### config.mk
export PLATFORM = sky130hd
export DESIGN_NAME = event_timestamp_arbiter
export DESIGN_NICKNAME = d
export VERILOG_FILES = /design/src/rtl/can_timing_pkg.sv /design/src/rtl/event_edge_latch.sv /design/src/rtl/event_timestamp_arbiter.sv
export SDC_FILE = /design/constraint.sdc
export NUM_CORES = 1
export LEC_CHECK = 0
export ABC_AREA = 0
export ABC_CLOCK_PERIOD_IN_PS = 3100
export CORE_MARGIN = 5
export CORE_UTILIZATION = 33
export DETAILED_ROUTE_END_ITERATION = 12
export SLEW_MARGIN = 20
export SYNTH_ARGS = -nofsm -noshare
export SYNTH_HDL_FRONTEND = slang
export SYNTH_SLANG_ARGS = --single-unit
### constraint.sdc
create_clock -name clk -period 3.1 [get_ports clk]
set_clock_uncertainty 0.1 [all_clocks]
set_input_delay 0.31 -clock clk [delete_from_list [all_inputs] [get_ports clk]]
set_output_delay 0.31 -clock clk [all_outputs]
set_load 0.05 [all_outputs]
### src/rtl/can_timing_pkg.sv
// Shared types for the CAN timing event capture path: record layout, default widths, output FSM states.
package can_timing_pkg;

  localparam int TS_W_DEF   = 32;
  localparam int NUM_CH_DEF = 4;
  localparam int CH_W_DEF   = $clog2(NUM_CH_DEF);

  typedef struct packed {
    logic [CH_W_DEF-1:0] ch;
    logic [TS_W_DEF-1:0] ts;
  } evt_rec_t;

  typedef enum logic [1:0] {
    OUT_EMPTY = 2'b01,
    OUT_FULL  = 2'b10
  } out_state_t;

endpackage

### src/rtl/event_edge_latch.sv
// One event channel: rising-edge detect, timestamp slot, pending flag and sticky overflow.
// A grant in the same cycle as a new edge frees the slot, so the new edge refills it without overflow.
module event_edge_latch #(
  parameter int TS_W = 32
) (
  input  logic            clk,
  input  logic            resetN,
  input  logic            enable,
  input  logic            evt,
  input  logic [TS_W-1:0] ts_cnt,
  input  logic            grant,
  input  logic            clear_ovf,
  output logic            pending,
  output logic            overflow,
  output logic [TS_W-1:0] slot_ts
);

  logic prev;
  logic cap;

  // prev tracks the level even while disabled, so re-enabling never fakes an edge
  assign cap = evt & ~prev & enable;

  always_ff @(posedge clk or negedge resetN) begin
    if (!resetN) begin
      prev     <= 1'b0;
      pending  <= 1'b0;
      overflow <= 1'b0;
      slot_ts  <= '0;
    end else begin
      prev <= evt;
      if (cap & (grant | ~pending)) begin
        slot_ts <= ts_cnt;
        pending <= 1'b1;
      end else if (grant) begin
        pending <= 1'b0;
      end
      overflow <= (cap & pending & ~grant) | (overflow & ~clear_ovf);
    end
  end

endmodule

### src/rtl/event_timestamp_arbiter.sv
// Timestamps rising edges on NUM_CH event lines and serialises them round-robin onto one valid/ready port.
// Edge to out_valid is two cycles on an idle path; out_valid holds its record until accepted.
module event_timestamp_arbiter
  import can_timing_pkg::*;
#(
  parameter int NUM_CH = NUM_CH_DEF,
  parameter int TS_W   = TS_W_DEF
) (
  input  logic                      clk,
  input  logic                      resetN,
  input  logic                      enable,
  input  logic [NUM_CH-1:0]         evt_in,
  input  logic                      out_ready,
  input  logic                      clear_ovf,
  output logic                      out_valid,
  output logic [$clog2(NUM_CH)-1:0] out_ch,
  output logic [TS_W-1:0]           out_ts,
  output logic [NUM_CH-1:0]         overflow,
  output logic                      busy
);

  localparam int CH_W = $clog2(NUM_CH);

  logic [TS_W-1:0]   ts_cnt;
  logic [NUM_CH-1:0] pending;
  logic [NUM_CH-1:0] grant;
  logic [TS_W-1:0]   slot_ts [NUM_CH];
  logic [CH_W-1:0]   rr;
  logic [CH_W-1:0]   gnt_idx;
  logic              load;
  out_state_t        state;

  // First requester strictly after the last winner, wrapping around
  function automatic logic [CH_W-1:0] rr_pick(input logic [NUM_CH-1:0] req,
                                              input logic [CH_W-1:0]   last);
    logic [CH_W-1:0] pick;
    logic            found;
    int              idx;
    pick  = '0;
    found = 1'b0;
    for (int k = 1; k <= NUM_CH; k++) begin
      idx = (int'(last) + k) % NUM_CH;
      if (!found && req[idx]) begin
        found = 1'b1;
        pick  = CH_W'(idx);
      end
    end
    return pick;
  endfunction

  assign gnt_idx = rr_pick(pending, rr);
  assign load    = (|pending) & ((state == OUT_EMPTY) | out_ready);
  assign grant   = load ? (NUM_CH'(1) << gnt_idx) : '0;
  assign busy    = (|pending) | out_valid;

  always_ff @(posedge clk or negedge resetN) begin
    if (!resetN) begin
      ts_cnt <= '0;
    end else if (enable) begin
      ts_cnt <= ts_cnt + 1'b1;
    end
  end

  for (genvar i = 0; i < NUM_CH; i++) begin : g_ch
    event_edge_latch #(.TS_W(TS_W)) u_latch (
      .clk       (clk),
      .resetN    (resetN),
      .enable    (enable),
      .evt       (evt_in[i]),
      .ts_cnt    (ts_cnt),
      .grant     (grant[i]),
      .clear_ovf (clear_ovf),
      .pending   (pending[i]),
      .overflow  (overflow[i]),
      .slot_ts   (slot_ts[i])
    );
  end

  always_ff @(posedge clk or negedge resetN) begin
    if (!resetN) begin
      state     <= OUT_EMPTY;
      out_valid <= 1'b0;
      out_ch    <= '0;
      out_ts    <= '0;
      rr        <= CH_W'(NUM_CH - 1);
    end else begin
      case (state)
        OUT_EMPTY: begin
          if (load) begin
            state     <= OUT_FULL;
            out_valid <= 1'b1;
          end
        end
        OUT_FULL: begin
          if (out_ready && !load) begin
            state     <= OUT_EMPTY;
            out_valid <= 1'b0;
          end
        end
        default: begin
          state     <= OUT_EMPTY;
          out_valid <= 1'b0;
        end
      endcase
      if (load) begin
        out_ch <= gnt_idx;
        out_ts <= slot_ts[gnt_idx];
        rr     <= gnt_idx;
      end
    end
  end

endmodule

* After elaboration in Yosys (flattened, before gate mapping)
Cells that the tools add are included.
Operators by class: muxes and demuxes 37, equal/unequal tests 4, reductions and logical operators 18, bitwise operators 53, $lt $le $gt $ge 5, shift-type cells 1, add/subtract/negate cells 5
Operators by type and width (count):
- binary-select mux 32 bit (select 2 bit) | 1
- two-way mux 32 bit | 2
- adder 32 x 1 -> 32 bit, second input constant | 1
- AND 1 bit | 25
- two-way mux 1 bit | 21
- < comparator 3 x 4 -> 1 bit, second input constant | 4
- NOT 1 bit | 13
- two-way mux 2 bit | 6
- OR 1 bit | 10
- binary-select mux 1 bit (select 2 bit) | 4
- nonzero test 2 bit | 4
- OR reduction 2 bit | 4
- adder 2 x 1 -> 2 bit, second input constant | 2
- adder 2 bit, second input constant | 2
- AND 1 bit, first input constant | 4
- logical AND 1 bit | 4
- zero test 1 bit | 4
- two-way mux 4 bit | 1
- inequality test 2 bit, second input constant | 2
- one-hot mux 2 bit (2 select lines) | 1
- OR reduction 4 bit | 1
- left shift 1 x 2 -> 4 bit, first input constant | 1
- greater-or-equal comparator 3 bit, second input constant | 1
- NOT 2 -> 3 bit | 1
- 4 further kinds | 4
Storage, ports and cells: output and inout port bits 40, bits in registers 211, logic and storage cells 145, input port bits 9

* Depth between registers and ports, before layout
word-level depth 21, mapped depth 8, depth with buffers taken out 6

* Cells and area by module
A second synthesis with hierarchy kept.
Unflattened totals: cell total of the unflattened synthesis 691, area total of the unflattened synthesis 9892.0 sq um
By module, submodules not included:
- event_edge_latch | area an instance 1481.4 sq um, times used 4, cells each 77, sequential area each 875.8 sq um
- event_timestamp_arbiter | area an instance 3966.3 sq um, times used 1, cells each 383, sequential area each 1755.4 sq um

* Worst setup path after synthesis
No wires, ideal clock.
path kind flip-flop to flip-flop, start point register rr[1], end point register out_ts[4], setup slack 0.850 ns, stages on the path, launching flop included 7, arrival 2.024 ns, data required time 2.874 ns, path buffers 1, setup time 0.126 ns, period minus slack after synthesis 2.250 ns, cell sequence dfstp_2 -> mux2i_1 -> o22ai_2 -> a21oi_4 -> buf_2 -> mux2_2 -> a221o_1
On the way: cells in the longest elaborated chain, start to end 18, elaborated cells on any way between the ends 33, those cells by class 4 x add/sub; 22 x mux; 1 x bitwise; 6 x reduce/logical
Ends and longest elaborated chain:
- start: declaration | RTL line event_timestamp_arbiter.sv:28 | logic [CH_W-1:0] rr;
- start signal: assignment | RTL line event_timestamp_arbiter.sv:85 | rr <= CH_W'(NUM_CH - 1);
- start signal: assignment | RTL line event_timestamp_arbiter.sv:108 | rr <= gnt_idx;
- adder 2 x 1 -> 2 bit | RTL line event_timestamp_arbiter.sv:42 | idx = (int'(last) + k) % NUM_CH;
- binary-select mux 1 bit (select 2 bit) | RTL line event_timestamp_arbiter.sv:43 | if (!found && req[idx]) begin
- two-way mux 1 bit (implied by the code) (2 in series) | RTL line event_timestamp_arbiter.sv:43
- two-way mux 1 bit | RTL line event_timestamp_arbiter.sv:43
- zero test 1 bit | RTL line event_timestamp_arbiter.sv:43
- logical AND 1 bit | RTL line event_timestamp_arbiter.sv:43
- two-way mux 1 bit | RTL line event_timestamp_arbiter.sv:43
- zero test 1 bit | RTL line event_timestamp_arbiter.sv:43
- logical AND 1 bit | RTL line event_timestamp_arbiter.sv:43
- two-way mux 1 bit | RTL line event_timestamp_arbiter.sv:43
- zero test 1 bit | RTL line event_timestamp_arbiter.sv:43
- logical AND 1 bit | RTL line event_timestamp_arbiter.sv:43
- two-way mux 2 bit (*) | RTL line event_timestamp_arbiter.sv:43
- NOT 2 -> 3 bit (implied by the code) (*) | RTL line event_timestamp_arbiter.sv:107 | out_ts <= slot_ts[gnt_idx];
- binary-select mux 32 bit (select 2 bit) (*) | RTL line event_timestamp_arbiter.sv:107
- two-way mux 32 bit (implied by the code) (*) (2 in series) | RTL line event_timestamp_arbiter.sv:107
- end signal: assignment | RTL line event_timestamp_arbiter.sv:107
- end: declaration | RTL line event_timestamp_arbiter.sv:17 | output logic [TS_W-1:0] out_ts,
Mark *: on every way between the ends. The rest lies on a longest branch, timed or not. The select of a mux whose other input is x is not followed. A chain may end at the register's enable or synchronous reset.

* Final worst setup path
start point register g_ch[1].u_latch.pending, end point output busy
On the way: cells in the longest elaborated chain, start to end 2
Ends and longest elaborated chain:
- start: declaration | RTL line event_edge_latch.sv:13 | output logic pending,
- start signal: assignment | RTL line event_edge_latch.sv:27 | pending <= 1'b0;
- start signal: assignment | RTL line event_edge_latch.sv:34 | pending <= 1'b1;
- start signal: assignment | RTL line event_edge_latch.sv:36 | pending <= 1'b0;
- OR reduction 4 bit | RTL line event_timestamp_arbiter.sv:54 | assign busy = (|pending) | out_valid;
- OR 1 bit | RTL line event_timestamp_arbiter.sv:54
- end: declaration | RTL line event_timestamp_arbiter.sv:19 | output logic busy
No other way between the ends.

==> metrics.md <==
| Metric | Value |
|---|---|
| Post-synth ARST share | 100.0% |
| Count of nets after finishing | 956 |
| Vias after detailed routing | 7284 |
| Critical path buffers and inverters | 1 |
| Io pins | 49 |
| Worst setup path category | reg2out |
| Worst Path Arrival | 2520 ps |
| Data required, critical path | 2690 ps |
| Layout area overhead | 17.64% |
| Remaining routing DRC violations | 0 |
| FF+latch area | 5259 um2 |
| Number of buffers between clock root and the deepest sink | 3 |
| Buffer cell driving the clock tree root | clkbuf_16 |
| Crit path max fanout | 5 |
| Count of maximum capacitance violations | 0 |
| Multi-input combinational cell area | 4184 um2 |
| Flip-flop and latch count after synthesis | 210 |
| Slew HR | 64.32% |
| DIE AREA | 33470 um2 |
| DR WL/cell | 19.29 um |
| Library cell contributing the largest single delay on the critical path | clkdlybuf4s50_1 |
| Hold Fails Final Rpt | 0 |
| Highest achievable clock rate | 341.4 MHz |
| Post-Synthesis Mean Instance Area | 10.67 um2 |
| Crit share post-route | 94.49% |
| Setup crit end kind | output pin |
| Antenna violations before repair | 0 |
| TritonCTS Buffers | 23 |
| Number of synthesized flops with an enable pin | 0 |
| Final HPWL from detailed placement | 15870 um |
| Fill count | 2855 |
| GRT Overall Usage | 15.68% |
| Post-DR vias/cell | 5.392 |
| Total gr overflow | 0 |
| Post-route cell area | 11610 um2 |
| Sequential element share of the synthesized area | 53.27% |
| Initial cell density of the core | 33.40% |
| Peak per-stage delay on the critical path | 700 ps |
| Share of final-layout standard cells stronger than drive strength 1 | 16.96% |
| Die Width | 183.0 um |
| Vias in the first global route | 7203 |
| Core region area | 29560 um2 |
| Insertion delay to the later sink of the worst-skew pair | 500 ps |
| Pin count of the biggest net entering global routing | 57 |
| Total power divided by cell area | 878.3 nW/um2 |
| Number of nets with antenna violations after detailed routing | 0 |
| Lkg Pwr | 5.116 nW |
| Total iterations of the first detailed-routing run | 5 |
| Slew at the pin closest to its max-slew limit | 533.5 ps |
| Final-report setup violation count | 0 |
| Final critical-path setup slack | 170.8 ps |
| Standard-cell rows | 63 |
| Startpoint types | flop |
| Setup TNS after final layout | 0 ps |
| Global-route wire length before repair | 42680 um |
| Clock edge transition at the registers on the reported setup and hold paths | 60 ps |
| Synthesized Nets | 935 |
| Cell-by-cell listing of the critical path | or4_4 > or2_2 > clkdlybuf4s50_1 |
| Gate family responsible for the most delay along the worst path | simple AND/OR/NAND/NOR gates |
| Weighted congestion at the end of routability-driven global placement | 0.7579 |
| Number of instances in the synthesized netlist | 925 |
| Post-place setup slack | 535.9 ps |
| DRT iter0 DRCs | 556 |
| Warnings from Yosys | 0 |
| Area after detailed placement | 10780 um2 |
| Clock tree from TritonCTS | done |
| Die Y | 183.0 um |
| CTS H-Tree Depth | 1 |
| Worst Hold Margin | 183.1 ps |
| Min-delay worst type | in2reg |
| Final count of pins violating max slew | 0 |
| IO buf count | 48 |
| Netlist area before placement | 9872 um2 |
| Status | complete, no violations |
| Number of sinks on the clock net | 210 |
| RSZ-0062 raised after global routing | false |
| Total Routed Length | 26060 um |
| Antenna diode count | 0 |
| Maximum resistive drop on vdd | 0.0006909 V |
| Min Tclk post-route | 2929 ps |
| Number of buffers added for setup after CTS | 0 |
| Primary FF master, synth | dfrtp_1 |
| Count of unique library cells instantiated by Yosys | 52 |
cells by family after synthesis:
group | Yosys count | synth area share, %
buffers and inverters | 97 | 4.816
AND/OR/NAND/NOR | 341 | 15.45
flip-flops | 210 | 53.27
XOR/XNOR | 31 | 2.750
multiplexers | 98 | 11.90
adder cells (fa/ha/maj) | 1 | 0.1267
AO/OA/AOI/OAI | 147 | 11.69
worst paths after layout:
check | from | endpoint | slack [ps] | cells past startpoint
setup / recovery | g_ch[1].u_latch.pending | busy | 170 | 3
hold / removal | evt_in[2] | g_ch[2].u_latch.prev | 180 | 1
setup reg to reg | rr[1] | out_ts[10] | 610 | 6
hold reg to reg | out_ch[1] | out_ch[1] | 370 | 2
max in group asynchronous | resetN | g_ch[2].u_latch.slot_ts[10] | 1890 | 3
min in group asynchronous | resetN | out_ch[1] | 220 | 2
final cells by class:
class                      instances  area share, %
timing repair buffer              88          7.208
sequential                       210          45.28
clock inverter                    10          1.422
multi-input combinational        618          36.03
tap                              390          4.202
clock buffer                      30          5.699
inverter                           5         0.1616
report_power, final:
| part | total, mW | switching, mW | internal (mW) |
|---|---|---|---|
| combinational | 3.84 | 2.56 | 1.28 |
| sequential | 3.39 | 0.302 | 3.09 |
| clock | 2.96 | 1.13 | 1.84 |
worst reg2reg max path, stage by stage, from the launching register on:
cell	delay, ps
dfstp_2	600
mux2i_1	250
o22ai_2	140
a21oi_4	170
buf_12	350
mux2_2	450
a221o_1	320
registers in the layout, summed over array words and instances (netlist names):
name                   count
rr                         2
state                      1
g_ch.u_latch.slot_ts     128
out_ts                    32
g_ch.u_latch.pending       4
ts_cnt                    32
out_valid                  1
g_ch.u_latch.overflow      4
out_ch                     2
g_ch.u_latch.prev          4
metrics by stage:
step / power, mW / cells / utilization [%]
CTS: 10.27 / 1351 / 39.29
finish: 10.20 / 1351 / 39.29
detailed placement: 7.283 / 1310 / 36.46
global placement: 7.224 / 1310 / 36.46
global route: 10.69 / 1351 / 39.29
floorplan: 6.053 / 925 / -
cells in the mapped netlist, types with 8 or more instances:
| master | count | share of area (%) |
|---|---|---|
| mux2_1 | 15 | 1.7 |
| buf_2 | 26 | 1.3 |
| mux2_2 | 20 | 2.3 |
| clkbuf_1 | 48 | 1.8 |
| o22ai_1 | 85 | 5.4 |
| mux2_4 | 30 | 4.6 |
| nand4_1 | 8 | 0.51 |
| a221o_1 | 32 | 3.2 |
| nand3_1 | 74 | 3.8 |
| mux2i_1 | 33 | 3.3 |
| xnor2_1 | 25 | 2.2 |
| o22ai_2 | 11 | 1.4 |
| nand2_1 | 212 | 8.1 |
| dfrtp_1 | 207 | 52 |
per-layer routing:
layer	track usage [%]	wire length, um	part of all wire [%]	vias to the layer above
met1	22.68	11870	46	3710
li1	-	-	-	3312
met4	4.023	575	2.2	0
met2	24.77	12030	46	218
met3	2.420	1576	6.0	44
met5	0	0	0	-
timing repair:
| item | 4_1_cts | 5_1_grt |
|---|---|---|
| hold endpoints to repair | 42 | 0 |
| hold buffers | 1 | 0 |
| setup endpoints to repair | 0 | 0 |
| gates resized for setup | 0 | 0 |
cell usage in the layout (no fill, tap or decap), types with 11 or more instances in the layout:
cell type	instances
a221o_1	32
buf_4	35
clkbuf_16	23
clkdlybuf4s50_1	47
dfrtp_1	207
mux2_1	15
mux2_2	20
mux2_4	30
mux2i_1	33
nand2_1	212
nand3_1	74
o22ai_1	85
o22ai_2	11
xnor2_1	25
Power figures use the tool's default switching activity.
